[src/rtl/vga_if.sv]
// vga_if: VGA timing bundle shared along the video chain.
//   vblnk : vertical blanking, high during the vertical blank interval.
// Modports: out/master drive the timing, in/slave consume it.
interface vga_if;
  logic vblnk;

  modport out    (output vblnk);
  modport master (output vblnk);
  modport in     (input  vblnk);
  modport slave  (input  vblnk);
endinterface

[src/rtl/animation_ctl.sv]
// animation_ctl: startup sequencer for the ladder reveal animation.
// Counts vblank rising edges (frame ticks) and steps `counter` down once
// every FRAMES_PER_STEP frames, so animation_ladder grows the ladders in.
//
// Ports:
//   clk       : pixel clock (65 MHz, VGA domain)
//   rst       : synchronous, active-high reset
//   game_en   : game running; low returns the block to idle
//   start     : one-cycle request to begin the animation
//   skip      : jump straight to completion (only with ANIMATION_CTL_SKIP_EN)
//   in        : VGA timing source, only in.vblnk is used
//   animation : high while the reveal is in progress (registered)
//   counter   : ladders still hidden (registered)
//   done      : one-cycle completion pulse (registered)
//
// Optional feature: define ANIMATION_CTL_SKIP_EN to add the skip input.
module animation_ctl #(
  parameter logic [3:0] COUNTER_START   = 4'd12,
  parameter logic [7:0] FRAMES_PER_STEP = 8'd8
) (
  input  logic       clk,
  input  logic       rst,
  input  logic       game_en,
  input  logic       start,
`ifdef ANIMATION_CTL_SKIP_EN
  input  logic       skip,
`endif
  vga_if.in          in,
  output logic       animation,
  output logic [3:0] counter,
  output logic       done
);

  localparam int unsigned CNT_W   = 4;
  localparam int unsigned FRAME_W = 8;

  localparam logic [1:0] IDLE = 2'd0;
  localparam logic [1:0] RUN  = 2'd1;
  localparam logic [1:0] DONE = 2'd2;

  localparam logic [FRAME_W-1:0] LAST_FRAME = FRAMES_PER_STEP - FRAME_W'(1);

  logic [1:0]         state_q, state_d;
  logic [CNT_W-1:0]   counter_q, counter_d;
  logic [FRAME_W-1:0] frame_cnt_q, frame_cnt_d;
  logic               animation_q, animation_d;
  logic               done_q, done_d;
  logic               vblnk_q;
  logic               tick;

  // Frame tick on the rising edge of vertical blanking
  assign tick = in.vblnk & ~vblnk_q;

  // State and output registers
  always_ff @(posedge clk) begin
    if (rst) begin
      state_q     <= IDLE;
      counter_q   <= COUNTER_START;
      frame_cnt_q <= '0;
      animation_q <= 1'b0;
      done_q      <= 1'b0;
      vblnk_q     <= 1'b0;
    end else begin
      state_q     <= state_d;
      counter_q   <= counter_d;
      frame_cnt_q <= frame_cnt_d;
      animation_q <= animation_d;
      done_q      <= done_d;
      vblnk_q     <= in.vblnk;
    end
  end

  // Next-state and next-output logic
  always_comb begin
    state_d     = state_q;
    counter_d   = counter_q;
    frame_cnt_d = frame_cnt_q;
    done_d      = 1'b0;

    case (state_q)
      IDLE: begin
        counter_d = COUNTER_START;
        if (start) begin
          state_d     = RUN;
          frame_cnt_d = '0;
        end
      end
      RUN: begin
        if (tick) begin
          if (frame_cnt_q == LAST_FRAME) begin
            frame_cnt_d = '0;
            // One extra step at zero before finishing, so the last ladder
            // stays visible for a full step
            if (counter_q != '0) begin
              counter_d = counter_q - CNT_W'(1);
            end else begin
              state_d = DONE;
              done_d  = 1'b1;
            end
          end else begin
            frame_cnt_d = frame_cnt_q + FRAME_W'(1);
          end
        end
`ifdef ANIMATION_CTL_SKIP_EN
        if (skip) begin
          state_d     = DONE;
          counter_d   = '0;
          frame_cnt_d = '0;
          done_d      = 1'b1;
        end
`endif
      end
      DONE: begin
        counter_d = '0;
      end
      default: begin
        state_d   = IDLE;
        counter_d = COUNTER_START;
      end
    endcase

    // Abort overrides everything else, with no completion pulse
    if (!game_en) begin
      state_d     = IDLE;
      counter_d   = COUNTER_START;
      frame_cnt_d = '0;
      done_d      = 1'b0;
    end

    animation_d = (state_d == RUN);
  end

  assign animation = animation_q;
  assign counter   = counter_q;
  assign done      = done_q;

endmodule

[src/flat_wrapper.sv]
// flat-port wrapper written by rule: the top's interface ports become plain ports
module animation_ctl_flat 
#(
  parameter logic [3:0] COUNTER_START   = 4'd12,
  parameter logic [7:0] FRAMES_PER_STEP = 8'd8
)
  (clk, rst, game_en, start, animation, counter, done, in_vblnk);
  vga_if in_i ();
  input  logic clk;
  input  logic rst;
  input  logic game_en;
  input  logic start;
  output logic animation;
  output logic [3:0] counter;
  output logic done;
  input wire logic [$bits(in_i.vblnk)-1:0] in_vblnk;
  assign in_i.vblnk = in_vblnk;
  animation_ctl #(.COUNTER_START(COUNTER_START), .FRAMES_PER_STEP(FRAMES_PER_STEP)) u_core (.clk(clk), .rst(rst), .game_en(game_en), .start(start), .in(in_i), .animation(animation), .counter(counter), .done(done));
endmodule
[config.mk]
export PLATFORM = sky130hd
export DESIGN_NAME = animation_ctl_flat
export DESIGN_NICKNAME = d
export VERILOG_FILES = /design/src/rtl/vga_if.sv /design/src/rtl/animation_ctl.sv /design/src/flat_wrapper.sv
export SDC_FILE = /design/constraint.sdc
export NUM_CORES = 1
export LEC_CHECK = 0
export ABC_AREA = 1
export CELL_PAD_IN_SITES_DETAIL_PLACEMENT = 1
export CELL_PAD_IN_SITES_GLOBAL_PLACEMENT = 2
export CORE_MARGIN = 2
export CORE_UTILIZATION = 25
export DETAILED_ROUTE_END_ITERATION = 10
export GPL_TIMING_DRIVEN = 0
export PLACE_DENSITY = 0.71
export SLEW_MARGIN = 30
export SYNTH_ARGS = -nofsm -noshare
export SYNTH_HDL_FRONTEND = slang
export SYNTH_SLANG_ARGS = --single-unit
[constraint.sdc]
create_clock -name clk -period 1.3 [get_ports clk]
set_input_delay 0.195 -clock clk [delete_from_list [all_inputs] [get_ports clk]]
set_output_delay 0.195 -clock clk [all_outputs]
set_load 0.1 [all_outputs]
Yosys cells after proc, flatten, opt, wreduce, memory -nomap -nowiden
Index checks and enable logic that the tools add are counted.

Bits in registers: 17. Input bits: 5. Word-level logic and storage cells: 44. Output and inout bits: 6.

Add/sub/neg operators: 2. Multiplexer cells: 15. Bitwise operators: 6. Reduce and logical (&&, ||, !) cells: 7. Eq/ne operators: 8.

Operators by type and width (count): $mux 8 (3); $pmux 8 s2 (1); $mux 4 (3); $mux 2 (5); $add 8x1->8 const B (1); $eq 8x3->1 const B (1); $pmux 4 s2 (1); $ne 2x1->1 const B (3); $pmux 2 s3 (1); $reduce_and 3->1 (2); $not 1->1 (5); $reduce_or 5->1 (1); $eq 2x1->1 const B (2); $reduce_bool 4->1 (1); $sub 4x1->4 const B (1); $eq 2x2->1 const B (1); $logic_not 2->1 (1); $ne 2x2->1 const B (1); $reduce_bool 2->1 (1); $reduce_or 2->1 (1); $and 1x1->1 (1); $mux 1 (1).

Longest topological paths before layout
Depth in word-level cells: 7. Mapped depth: 11. Mapped depth without buffers: 10.

Least setup slack after synthesis
OpenSTA, ideal clock, no wires.

Path kind: register -> register. Start point: reg u_core.counter_q[0], in the netlist u_core.counter[0]. End point: reg u_core.counter_q[0], in the netlist u_core.counter[0]. Cell stages (with the launch flop): 9. Data required time: 1.183 ns. Data arrival time: 1.903 ns. Buffers on the path: 0. Slack: -0.720 ns. Library setup time: 0.117 ns. Cells stage by stage: dfxtp_1 -> inv_1 -> ha_1 -> nand2_1 -> nor2_1 -> inv_1 -> nand3_2 -> o21ai_0 -> nor2_1.

Cells in the longest elaborated chain, start to end: 5.

Ends and longest elaborated chain: start, declared (line animation_ctl.sv:44) `logic [CNT_W-1:0] counter_q, counter_d;`; start signal, assigned (line animation_ctl.sv:65) `counter_q <= counter_d;`; $sub 4x1->4 (line animation_ctl.sv:95) `counter_d = counter_q - CNT_W'(1);`; $mux 4 (line animation_ctl.sv:94) `if (counter_q != '0) begin`; $mux 4 (line animation_ctl.sv:90) `if (frame_cnt_q == LAST_FRAME) begin`; $mux 4 (line animation_ctl.sv:89) `if (tick) begin`; $pmux 4 s2 (line animation_ctl.sv:80) `case (state_q)`.

Several ways; a longest one is shown, not always the timed one. The select of a mux whose other input is x is not followed. A chain may end at the register's enable or synchronous reset.

Final worst setup path
Start point: reg u_core.state_q[1]. End point: reg u_core.frame_cnt_q[4].

Cells in the longest elaborated chain, start to end: 3.

Ends and longest elaborated chain: start, declared (line animation_ctl.sv:43) `logic [1:0] state_q, state_d;`; start signal, assigned (line animation_ctl.sv:64) `state_q <= state_d;`; $eq 2x1->1 or $logic_not 2->1 (tied branches) (line animation_ctl.sv:80); $ne 2x1->1 (no source line) (tied with other cells); $reduce_and 3->1 (no source line); end signal, assigned (line animation_ctl.sv:66) `frame_cnt_q <= frame_cnt_d;`; end, declared (line animation_ctl.sv:45) `logic [FRAME_W-1:0] frame_cnt_q, frame_cnt_d;`.

Several ways; a longest one is shown, not always the timed one.

==> results.yml <==
setup_path:
  worstPathArrival_ps: 1580
  r2r-end: "u_core.frame_cnt_q[4]"
  cp-end-kind: "flip-flop"
  cp-start-kind: "flip-flop"
  ff2ff_path_depth: 10
  worstReg2RegStart: "u_core.state_q[1]"
  path_class: "reg2reg"
  reg2reg_slack_ps: -80
  worstPathRequired_ps: 1500
  crit_path_max_fanout: 7
yosys:
  ys_ff_latch: 17
  synth_edf_count: 0
  synth.largest_area_cell: "dfxtp_1"
  ys_seq_area_frac: 0.343
  avgSynthCellArea_um2: 6.84
  yosysUniqueCellTypes: 23
  synthSimpleGateAreaFrac: 0.356
  synth-xor-area-share: 0.00883
  async_flop_share: 0
  synthFlopType: "dfxtp_1"
  synth.area.mux_share: 0
  synth_top_family_by_area: "simple AND/OR/NAND/NOR gates"
  synth.net_count: 156
  yosysWarningCount: 0
  synth.top_cell.area_share: 0.343
  synthCells: 145
  synth-compound-area-share: 0.106
  yosys-top-cells-area: "dfxtp_1 34%, nand2_1 11%, nor2_1 9.1%, inv_1 7.9%, ha_1 7.6%"
  syn_area_um2: 992
  yosys.area_share.adder: 0.0757
final_layout:
  stdcell_count: 225
  most-common-layout-cells: "20 x nor2_1, 18 x nand2_1, 17 x buf_4"
  final_common_cell: "nor2_1"
  postLayoutCoreUtil: 0.418
  fin_nets: 189
  final_layout_size_suffix_gt1_frac: 0.520
  n_antenna_cell: 0
  area_delta_synth_final_pct: 57.9
power:
  power_leakage_nw: 0.612
  p_switching_w: 0.000337
  clock_power_share: 0.369
  power_w: 0.00114
  sequentialPowerShare: 0.460
  p_int_w: 0.000803
  comb_power_share: 0.171
  switching_share: 0.296
  vdd_drop_max_uv: 386
  power_density_nw_per_um2: 728
global_route:
  grt_max_degree: 11
  grt_antenna_before_repair: 0
  grt_pass1_wl_mm: 4.93
  grt_pass1_vias: 1022
  overflow: 0
  grt_use_total: 0.149
die:
  die_w_um: 67
  ios: 11
  die_area_um2: 4490
  num_rows: 22
  die_h_um: 67
  core_area_um2: 3740
  initial_utilization: 0.265
min_path:
  hold_end: "u_core.frame_cnt_q[0]"
  hold_start: "u_core.frame_cnt_q[0]"
  holdPathStages: 2
  hold_class: "reg2reg"
route:
  vias: 1022
  ant_nets: 0
  drc_errors: 0
  routed_via_density: 4.54
  totalWireLength_mm: 2.98
  first_iter_violations: 13
  firstDrtPassIters: 4
  wl_per_cell_um: 13.2
clocking:
  cts_max_level: 1
  ctsHoldBuffers: 0
  root_buffer: "clkbuf_8"
  clock_sinks: 17
  clk_pin_slew_ps: 70
  cts_tree: "yes"
  clock_latency_ps: 260
  cts-buffers-inserted: 3
  clock_path_buffers: 2
timing:
  fmax_mhz: 725
  finClkSkew_ps: 0.784
  setup_violations: 9
  timing.final.ws_setup_ps: -79.0
  period_needed_ps: 1380
  slew_headroom: 0.676
  drv_slew: 0
  hold_violations: 0
  worst_pin_slew_ps: 489
  period_share: 1.06
  rsz0062_at_grt: "true"
placement:
  hpwl_mm: 1.95
  placedCellCount: 203
  preCtsSetupSlack_ps: -389
  gp_congestion: 0.715
  port_buffers: 10
status:
  status: "finished, violations left"
  violations: "negative setup slack"
job:
  drv_cap: 0
sequential cells by signal, indices dropped and copies added, names as in the netlist:
name,flops
u_core.frame_cnt_q,8
u_core.animation,1
u_core.counter,4
u_core.done,1
u_core.state_q,2
u_core.vblnk_q,1
critical path, stage by stage, from the launching register on:
cell and delay (ps):
dfxtp_2 340, inv_4 80, ha_4 190, inv_6 40, o21ai_4 160, nand2_4 130
inv_8 100, nand2_2 60, nand2_2 70, o21ai_2 50, nor2_2 90
timing repair:
action                                  in CTS  in global routing
hold endpoints to repair                     0                  0
gates resized for setup                     66                 22
pin swaps                                   10                 15
setup buffers                               11                  7
cloned                                       1                  0
endpoints found under the setup margin      21                 16
metrics by stage:
stage	setup TNS (ps)	hold WS [ps]	cell area [um^2]
after CTS	-799	510	1440
after floorplan	-184	257	1040
after detailed placement	-5700	490	1200
after global routing	-1380	547	1570
after global placement	-5100	478	1200
final	-312	516	1570
metal layers:
layer / wire [um] / up-vias / track usage / part of all wire
met2: 1370 / 11 / 0.238 / 0.46
met5: 0 / - / 0 / 0
li1: - / 519 / - / -
met1: 1490 / 488 / 0.197 / 0.50
met4: 41 / 0 / 0.0536 / 0.014
met3: 76 / 4 / 0.0304 / 0.026
Yosys cell counts, types with 3 or more instances:
cell type  count
a21oi_1        4
dfxtp_1       17
ha_1           6
inv_1         21
nand2_1       30
nand3_1       14
nor2_1        24
o21ai_0        5
o21ai_1        3
o21ai_2        3
kinds of logic after synthesis:
kind of cell / Yosys count
adders and majority gates: 6
xor gates and xnor gates: 1
DFF: 17
and+or+nand+nor: 78
buffers and inverters: 26
AOI/OAI and AO/OA: 17
worst max path at each step:
stage / end / cells past startpoint / slack (ps) / from
final: u_core.frame_cnt_q[4] / 10 / -80 / u_core.state_q[1]
after global routing: u_core.frame_cnt_q[4] / 10 / -190 / u_core.state_q[1]
after CTS: u_core.frame_cnt_q[7] / 11 / -130 / u_core.state_q[1]
after detailed placement: counter[3] / 1 / -390 / u_core.counter[3]
after global placement: counter[3] / 1 / -380 / u_core.counter[3]
after floorplan: u_core.counter[0] / 9 / -70 / u_core.counter[0]
cell type report:
type,count,area (um^2)
Clock inverter,1,5.00
Fill cell,475,2180
Tap cell,48,60.1
Clock buffer,3,41.3
Timing Repair Buffer,28,211
Inverter,25,119
Multi-Input combinational cell,103,764
Sequential cell,17,365
power by group through the flow:
stage	sequential, W	clock (W)	combinational (W)
after global routing	0.000526	0.000457	0.000210
after CTS	0.000527	0.000430	0.000184
final	0.000524	0.000421	0.000195
after floorplan	0.000558	0	0.0000703
after detailed placement	0.000538	0	0.000132
after global placement	0.000538	0	0.000129
Note: power is estimated with default switching activity, not from simulation.
